===== src/rtl/stretcher_pkg.sv =====
// rtl/stretcher_pkg.sv - shared channel state type and default bank sizing
package stretcher_pkg;

    localparam int DEFAULT_COUNT = 8;
    localparam int DEFAULT_BITS  = 20;

    typedef enum logic {
        IDLE = 1'b0,
        HOLD = 1'b1
    } state_t;

endpackage


===== src/rtl/stretch_channel.sv =====
// rtl/stretch_channel.sv - one stretcher channel: synchronizer, optional filter, hold FSM, sticky flag
// Optional majority deglitch filter: PULSE_STRETCHER_BANK_DEGLITCH_EN
module stretch_channel
    import stretcher_pkg::*;
#(
    parameter int BITS = DEFAULT_BITS
) (
    input  logic            clk,
    input  logic            reset,
    input  logic            in_i,
    input  logic [BITS-1:0] hold_i,
    input  logic            retrigger_i,
    input  logic            clear_sticky_i,
    output logic            out_o,
    output logic            sticky_o
);

    logic            s1_q;
    logic            s2_q;
    logic            f;
    logic            f_prev_q;
    state_t          state_q;
    logic [BITS-1:0] cnt_q;
    logic            sticky_q;
    logic            sticky_d;
    logic            enter;
    logic            rise;

    always_ff @(posedge clk) begin
        if (reset) begin
            s1_q <= 1'b0;
            s2_q <= 1'b0;
        end else begin
            s1_q <= in_i;
            s2_q <= s1_q;
        end
    end

`ifdef PULSE_STRETCHER_BANK_DEGLITCH_EN
    logic d1_q;
    logic d2_q;

    always_ff @(posedge clk) begin
        if (reset) begin
            d1_q <= 1'b0;
            d2_q <= 1'b0;
        end else begin
            d1_q <= s2_q;
            d2_q <= d1_q;
        end
    end

    // Two of the last three synchronized samples must agree, so a lone sample never passes.
    assign f = (s2_q & d1_q) | (s2_q & d2_q) | (d1_q & d2_q);
`else
    assign f = s2_q;
`endif

    assign rise     = f & ~f_prev_q;
    assign enter    = (state_q == IDLE) && f;
    assign sticky_d = enter | (sticky_q & ~clear_sticky_i);

    always_ff @(posedge clk) begin
        if (reset) begin
            state_q  <= IDLE;
            cnt_q    <= '0;
            f_prev_q <= 1'b0;
            sticky_q <= 1'b0;
        end else begin
            f_prev_q <= f;
            sticky_q <= sticky_d;
            case (state_q)
                IDLE: begin
                    if (f) begin
                        state_q <= HOLD;
                        cnt_q   <= hold_i;
                    end
                end
                HOLD: begin
                    // Reload wins over both decrement and exit; counter parks at zero while f stays high.
                    if (retrigger_i && rise) begin
                        cnt_q <= hold_i;
                    end else if (cnt_q == '0) begin
                        if (!f) begin
                            state_q <= IDLE;
                        end
                    end else begin
                        cnt_q <= cnt_q - 1'b1;
                    end
                end
                default: state_q <= IDLE;
            endcase
        end
    end

    assign out_o    = (state_q == HOLD);
    assign sticky_o = sticky_q;

endmodule


===== src/rtl/pulse_stretcher_bank.sv =====
// rtl/pulse_stretcher_bank.sv - bank of independent pulse stretchers with shared hold length
// Optional majority deglitch filter: PULSE_STRETCHER_BANK_DEGLITCH_EN
module pulse_stretcher_bank
    import stretcher_pkg::*;
#(
    parameter int COUNT = DEFAULT_COUNT,
    parameter int BITS  = DEFAULT_BITS
) (
    input  logic             clk,
    input  logic             reset,
    input  logic [COUNT-1:0] in,
    input  logic [BITS-1:0]  hold,
    input  logic             retrigger,
    input  logic [COUNT-1:0] clear_sticky,
    output logic [COUNT-1:0] out,
    output logic [COUNT-1:0] sticky,
    output logic             any_out
);

    for (genvar i = 0; i < COUNT; i++) begin : g_ch
        stretch_channel #(
            .BITS(BITS)
        ) u_ch (
            .clk           (clk),
            .reset         (reset),
            .in_i          (in[i]),
            .hold_i        (hold),
            .retrigger_i   (retrigger),
            .clear_sticky_i(clear_sticky[i]),
            .out_o         (out[i]),
            .sticky_o      (sticky[i])
        );
    end

    assign any_out = |out;

endmodule


===== config.mk =====
export PLATFORM = sky130hd
export DESIGN_NAME = pulse_stretcher_bank
export DESIGN_NICKNAME = d
export VERILOG_FILES = /design/src/rtl/stretcher_pkg.sv /design/src/rtl/stretch_channel.sv /design/src/rtl/pulse_stretcher_bank.sv
export SDC_FILE = /design/constraint.sdc
export NUM_CORES = 1
export LEC_CHECK = 0
export BUFFER_PORTS_ARGS = -buffer_cell sky130_fd_sc_hd__buf_2
export CAP_MARGIN = 20
export CORE_MARGIN = 1
export CORE_UTILIZATION = 28
export CTS_CLUSTER_DIAMETER = 150
export DETAILED_ROUTE_END_ITERATION = 6
export GPL_TIMING_DRIVEN = 0
export MAX_ROUTING_LAYER = met4
export PLACE_DENSITY = 0.41
export SKIP_LAST_GASP = 1
export SYNTH_ARGS = -nofsm -noshare
export SYNTH_HDL_FRONTEND = slang
export SYNTH_SLANG_ARGS = --single-unit

===== constraint.sdc =====
create_clock -name clk -period 6.6 [get_ports clk]
set_input_delay 0.66 -clock clk [delete_from_list [all_inputs] [get_ports clk]]
set_output_delay 0.66 -clock clk [all_outputs]
set_load 0.02 [all_outputs]

-- Word-level counts from Yosys, hierarchy flattened
Index checks and enable logic that the tools add are counted.
- output and inout port bits: 17
- logic and storage cells: 217
- register bits: 200
- bitwise operators: 48
- reduce and logical (&&, ||, !) cells: 33
- muxes and demuxes: 64
- equal/unequal tests: 16
- add/sub/neg operators: 8
- operator list (operator ; count):
    20-bit 2-to-1 mux ; 24
    20-bit one-hot mux with 2 select lines ; 8
    20-bit zero test ; 8
    20-bit by 1-bit subtractor with 20-bit output (second input constant) ; 8
    1-bit 2-to-1 mux ; 24
    3-bit != test (second input constant) ; 8
    1-bit NOT ; 24
    1-bit AND ; 16
    1-bit logical AND ; 16
    2-bit by 1-bit != test with 1-bit output (second input constant) ; 8
    1-bit one-hot mux with 2 select lines ; 8
    2-bit AND reduction ; 8
    1-bit bitwise OR ; 8
    8-bit OR reduction ; 1

-- Depth between registers and ports, before layout
- depth after elaboration: 5
- gate-level depth with buffers: 9

-- Hierarchy
Synthesis repeated with hierarchy kept, for this count alone.
- cell total of the unflattened synthesis: 1641
- area, all modules: 12729.7 um^2
- modules (own cells, without submodules) (module ; seq. area each (um^2) ; times used ; area each (um^2) ; cells each):
    stretch_channel (g_ch[0].u_ch ...) ; 500.5 ; 4 ; 1604.0 ; 202
    stretch_channel (g_ch[5].u_ch ...) ; 500.5 ; 3 ; 1561.5 ; 207
    stretch_channel (g_ch[4].u_ch) ; 500.5 ; 1 ; 1612.8 ; 209
    pulse_stretcher_bank ; 0.0 ; 1 ; 16.3 ; 3

-- Worst setup path before layout
Ideal clock, no wire load.
- path kind: reg-to-reg
- from: register g_ch[4].u_ch.cnt_q[0]
- to: register g_ch[4].u_ch.cnt_q[12]
- setup time: 0.134 ns
- slack: 4.201 ns
- path buffers: 1
- period minus slack after synthesis: 2.399 ns
- cell stages (with the launch flop): 9
- arrival: 2.265 ns
- data required time: 6.466 ns
- cell sequence: dfxtp_1 inv_1 ha_1 or4b_2 or4_4 o32a_1 buf_2 a21oi_1 a211oi_1
- cells in the longest elaborated chain, start to end: 4
- ends and longest elaborated chain (item ; line ; text):
    start: declaration ; stretch_channel.sv:23 ; logic [BITS-1:0] cnt_q;
    start signal: assignment ; stretch_channel.sv:76 ; cnt_q <= hold_i;
    start signal: assignment ; stretch_channel.sv:82 ; cnt_q <= hold_i;
    start signal: assignment ; stretch_channel.sv:88 ; cnt_q <= cnt_q - 1'b1;
    20-bit by 1-bit subtractor with 20-bit output ; stretch_channel.sv:88 ;
    20-bit 2-to-1 mux ; stretch_channel.sv:83 ; end else if (cnt_q == '0) begin
    20-bit 2-to-1 mux ; stretch_channel.sv:81 ; if (retrigger_i && rise) begin
    20-bit one-hot mux with 2 select lines ; stretch_channel.sv:72 ; case (state_q)
Several ways; a longest one is shown, not always the timed one. The select of a mux whose other input is x is not followed.
A chain may end at the register's enable or synchronous reset.

-- Final worst setup path
- from: register g_ch[3].u_ch.cnt_q[10]
- to: register g_ch[3].u_ch.cnt_q[12]
- cells in the longest elaborated chain, start to end: 4
- ends and longest elaborated chain (item ; line):
    start: declaration ; stretch_channel.sv:23
    start signal: assignment ; stretch_channel.sv:76
    start signal: assignment ; stretch_channel.sv:82
    start signal: assignment ; stretch_channel.sv:88
    20-bit by 1-bit subtractor with 20-bit output ; stretch_channel.sv:88
    20-bit 2-to-1 mux ; stretch_channel.sv:83
    20-bit 2-to-1 mux ; stretch_channel.sv:81
    20-bit one-hot mux with 2 select lines ; stretch_channel.sv:72
Several ways; a longest one is shown, not always the timed one. The select of a mux whose other input is x is not followed.

==> out/metrics.csv <==
stage,metric,value,unit
global_routing,antenna_found_initial,2,
global_routing,grt_pass1_vias,11800,
floorplanning,die_x,208,µm
logic_synthesis,synth_compound_area_share,28.9,%
sta,slew_viol_final,0,
global_routing,grtUsageMet1,32.7,%
sta,slew_headroom,25.1,%
clocking,cts_buffer_depth,2,
setup_path,cp.arrival,3.48,ns
pwr,p_leak,0.00472,µW
global_routing,grt_first_pass_wirelength,75100,µm
place,preCtsSetupSlack,3.37,ns
sta,post-route-period-util,47.9,%
place,gp_congestion,0.898,
place,placed_cells,2180,
floorplanning,die_h,208,µm
routing,vias,12800,
sta,hold_viol,0,
logic_synthesis,synth-xor-area-share,0,%
routing,drc,0,
setup_path,path_max_fanout,7,
clocking,clk_pin_slew,0.09,ns
setup_path,cp.required,6.93,ns
setup_path,slowest_delay,0.76,ns
setup_path,path_delay_family,simple AND/OR/NAND/NOR gates,
finish,stdcell_count,2216,
routing,postRouteAntennaNets,0,
logic_synthesis,yosysWarnings,0,
floorplanning,io_pins,56,
global_routing,grtUsageTotal,23.6,%
logic_synthesis,yosysTopAreaCell,dfxtp_1,
routing,firstDrtPassIters,5,
sta,min_period,3.16,ns
routing,via_per_inst,5.79,
logic_synthesis,synth_nets,1655,
finish,drive_gt1_share,7.66,%
logic_synthesis,synth_area,11800,µm²
sta,finalSetupTns,0,ns
logic_synthesis,synth_top_family_by_area,compound AO/OA/AOI/OAI gates,
sta,rsz0062_at_grt,false,
floorplanning,rows,74,
routing,drt-initial-drc-count,1303,
logic_synthesis,ys_seq_area_share,33.9,%
logic_synthesis,synth_area_per_cell,7.39,µm²
floorplanning,core-area,41200,µm²
clocking,cts_hold_buf,0,
setup_path,crit_path_start,g_ch[3].u_ch.cnt_q[10],
finish,finalCoreUtilization,32.5,%
clocking,cts_root_buffer,clkbuf_16,
finish,n_fill_cell,4398,
routing,wl_per_cell,22.4,µm
logic_synthesis,yosys.area_share.simple,28.6,%
logic_synthesis,synth_adder_area_share,1.69,%
logic_synthesis,yosys.cell_types.count,70,
logic_synthesis,async_reset_ff_share,0,%
worst_hold_path,hold-path-cell-count,2,
finish,layout.nets,1725,
global_routing,gr-max-usage-layer,met2,
setup_path,r2r-start,g_ch[3].u_ch.cnt_q[10],
clocking,cts_max_level,4,
global_routing,grt_max_degree,19,
setup_path,start_kind,flop,
setup_path,reg2reg_depth,6,
worst_hold_path,min_to,g_ch[2].u_ch.s1_q,
global_routing,use_met3,3.33,%
setup_path,path_buf_inv,1,
clocking,clkSinkCount,200,
global_routing,grt-ovfl-total,0,
logic_synthesis,synth_top_area_share,33.9,%
setup_path,r2r-end,g_ch[3].u_ch.cnt_q[12],
worst_hold_path,hold_class,in -> reg,
floorplanning,initial_core_util,28.7,%
place,hpwlAfterDp,33800,µm
logic_synthesis,synth-main-ff-cell,dfxtp_1,
global_routing,use_met2,35.0,%
sta,hold_ws,0.386,ns
logic_synthesis,synth_edf_count,0,
sta,setup_violations,0,
place,portBuffers,46,
setup_path,ff2ff_setup_slack,3.44,ns
floorplanning,dieArea,43100,µm²
sta,fmax,317,MHz
setup_path,crit_cells,6,
sta,fin_ws,3.44,ns
logic_synthesis,synth_mux_area_share,0.815,%
clocking,ctsResizeCount,0,
setup_path,critPathKind,reg -> reg,
clocking,cts_tree,built,
worst_hold_path,hold_start,in[2],
logic_synthesis,ys_ff_latch,200,
clocking,cts_buffers,17,
pwr,p_per_area,277,nW/µm²
pwr,peakVddDrop,131,µV
finish,syn_to_final_growth,13.1,%
sta,tightest_slew,1.12,ns
job,maxCapViolCount,0,
setup_path,crit_chain,or4_1 > clkbuf_1 > nor4_1 > nand2_1 > o21ai_0 > o22ai_1,
routing,totalWireLength,49700,µm
logic_synthesis,synth.area.top_cells,"dfxtp_1, a21oi_1, o21ai_0",
sta,finClkSkew,0.0187,ns
clocking,post-cts-setup-buffer-count,0,
clocking,clk_latency,0.48,ns
setup_path,crit_slowest_cell,o21ai_0,
logic_synthesis,postSynthCellCount,1600,
outcome,outcome,completed,
setup_path,end_kind,flop,
worst max path at each step:
stage | endpoint | slack [ns]
3_3_place_gp | g_ch[1].u_ch.cnt_q[18] | 3.34
6_report | g_ch[3].u_ch.cnt_q[12] | 3.44
5_1_grt | g_ch[3].u_ch.cnt_q[16] | 3.25
2_1_floorplan | g_ch[4].u_ch.cnt_q[12] | 4.20
4_1_cts | g_ch[2].u_ch.cnt_q[17] | 3.53
3_5_place_dp | g_ch[1].u_ch.cnt_q[14] | 3.37
area by class of cell:
class | count | area [µm²] | share of cell area, %
flip-flops and latches | 200 | 4000 | 29.9
multi-input cells | 1226 | 7090 | 53.0
plain buffers | 133 | 573 | 4.28
well taps | 532 | 666 | 4.98
clock inverters | 15 | 169 | 1.26
clock buffers | 17 | 425 | 3.18
repair buffers | 51 | 290 | 2.17
diodes | 1 | 2.50 | 0.0187
inverters | 41 | 154 | 1.15
power breakdown:
group	internal (µW)	switching (µW)
registers	1310	107
clock network	568	556
logic	379	793
total	2250	1460
sequential cells by signal, indices dropped and copies added, names as in the netlist:
name	count
g_ch.u_ch.f_prev_q	8
g_ch.u_ch.out_o	8
g_ch.u_ch.s1_q	8
g_ch.u_ch.f	8
g_ch.u_ch.cnt_q	160
g_ch.u_ch.sticky_o	8
placed cells by master, fill, tap and decap left out, types with 12 or more instances in the layout:
cell / instances
nor2_1: 146
nand2_1: 124
inv_1: 41
or3_1: 24
ha_1: 16
nand2b_1: 13
a31oi_1: 33
or4_1: 18
and2_1: 38
o21ai_0: 137
o211ai_1: 16
a32o_1: 12
clkbuf_1: 100
a21oi_1: 173
buf_2: 52
a22oi_1: 13
nand4_1: 24
nand3b_1: 18
clkbuf_16: 17
dfxtp_1: 200
a21o_1: 46
nor2b_1: 28
nor4_1: 44
o22ai_1: 12
nor3_1: 68
a211oi_1: 25
nand3_1: 62
buf_4: 16
metrics by stage:
stage,area (µm²),total power (µW)
floorplan,11800,2210
finish,13400,3710
global placement,12700,2600
detailed placement,12800,2580
CTS,13400,3710
global route,13400,3920
metal layers:
metal | vias to the layer above | part of all wire, %
met1 | 6237 | 48
met3 | 56 | 5.7
met5 | - | 0
li1 | 6076 | -
met4 | 0 | 2.4
met2 | 465 | 44
logic make-up (layout without fill, tap and decap cells):
family / count (synthesis) / after routing
AOI/OAI and AO/OA: 549 / 549
and+or+nand+nor: 652 / 652
muxes: 9 / 9
buffers and inverters: 174 / 257
adders and majority gates: 16 / 16
DFF: 200 / 200
other: 0 / 1
synth_stat cells, types with 5 or more instances:
library cell  count
nor3b_1           5
and4_1            7
nand2_1         124
nand3_1          62
nor4_1           44
clkbuf_1        100
o41ai_1           6
mux2_2            5
nor2b_1          28
a21oi_1         173
or3_1            24
dfxtp_1         200
nor3_1           68
ha_1             16
buf_2             5
a31oi_1          33
and2_1           38
o21a_1            9
and3_1            7
nor2_1          146
nand4b_1          5
buf_4            16
o211ai_1         16
inv_1            41
a21o_1           46
or4_1            18
o21ai_0         137
a32oi_1           5
o311ai_0          5
o31ai_1           6
o32ai_1           9
o22ai_1          12
a32o_1           12
a211oi_1         25
or2_2             6
nand4_1          24
buf_1            11
o21ai_1           5
nand3b_1         18
a22oi_1          13
nand2b_1         13
Note: power is estimated with default switching activity, not from simulation.
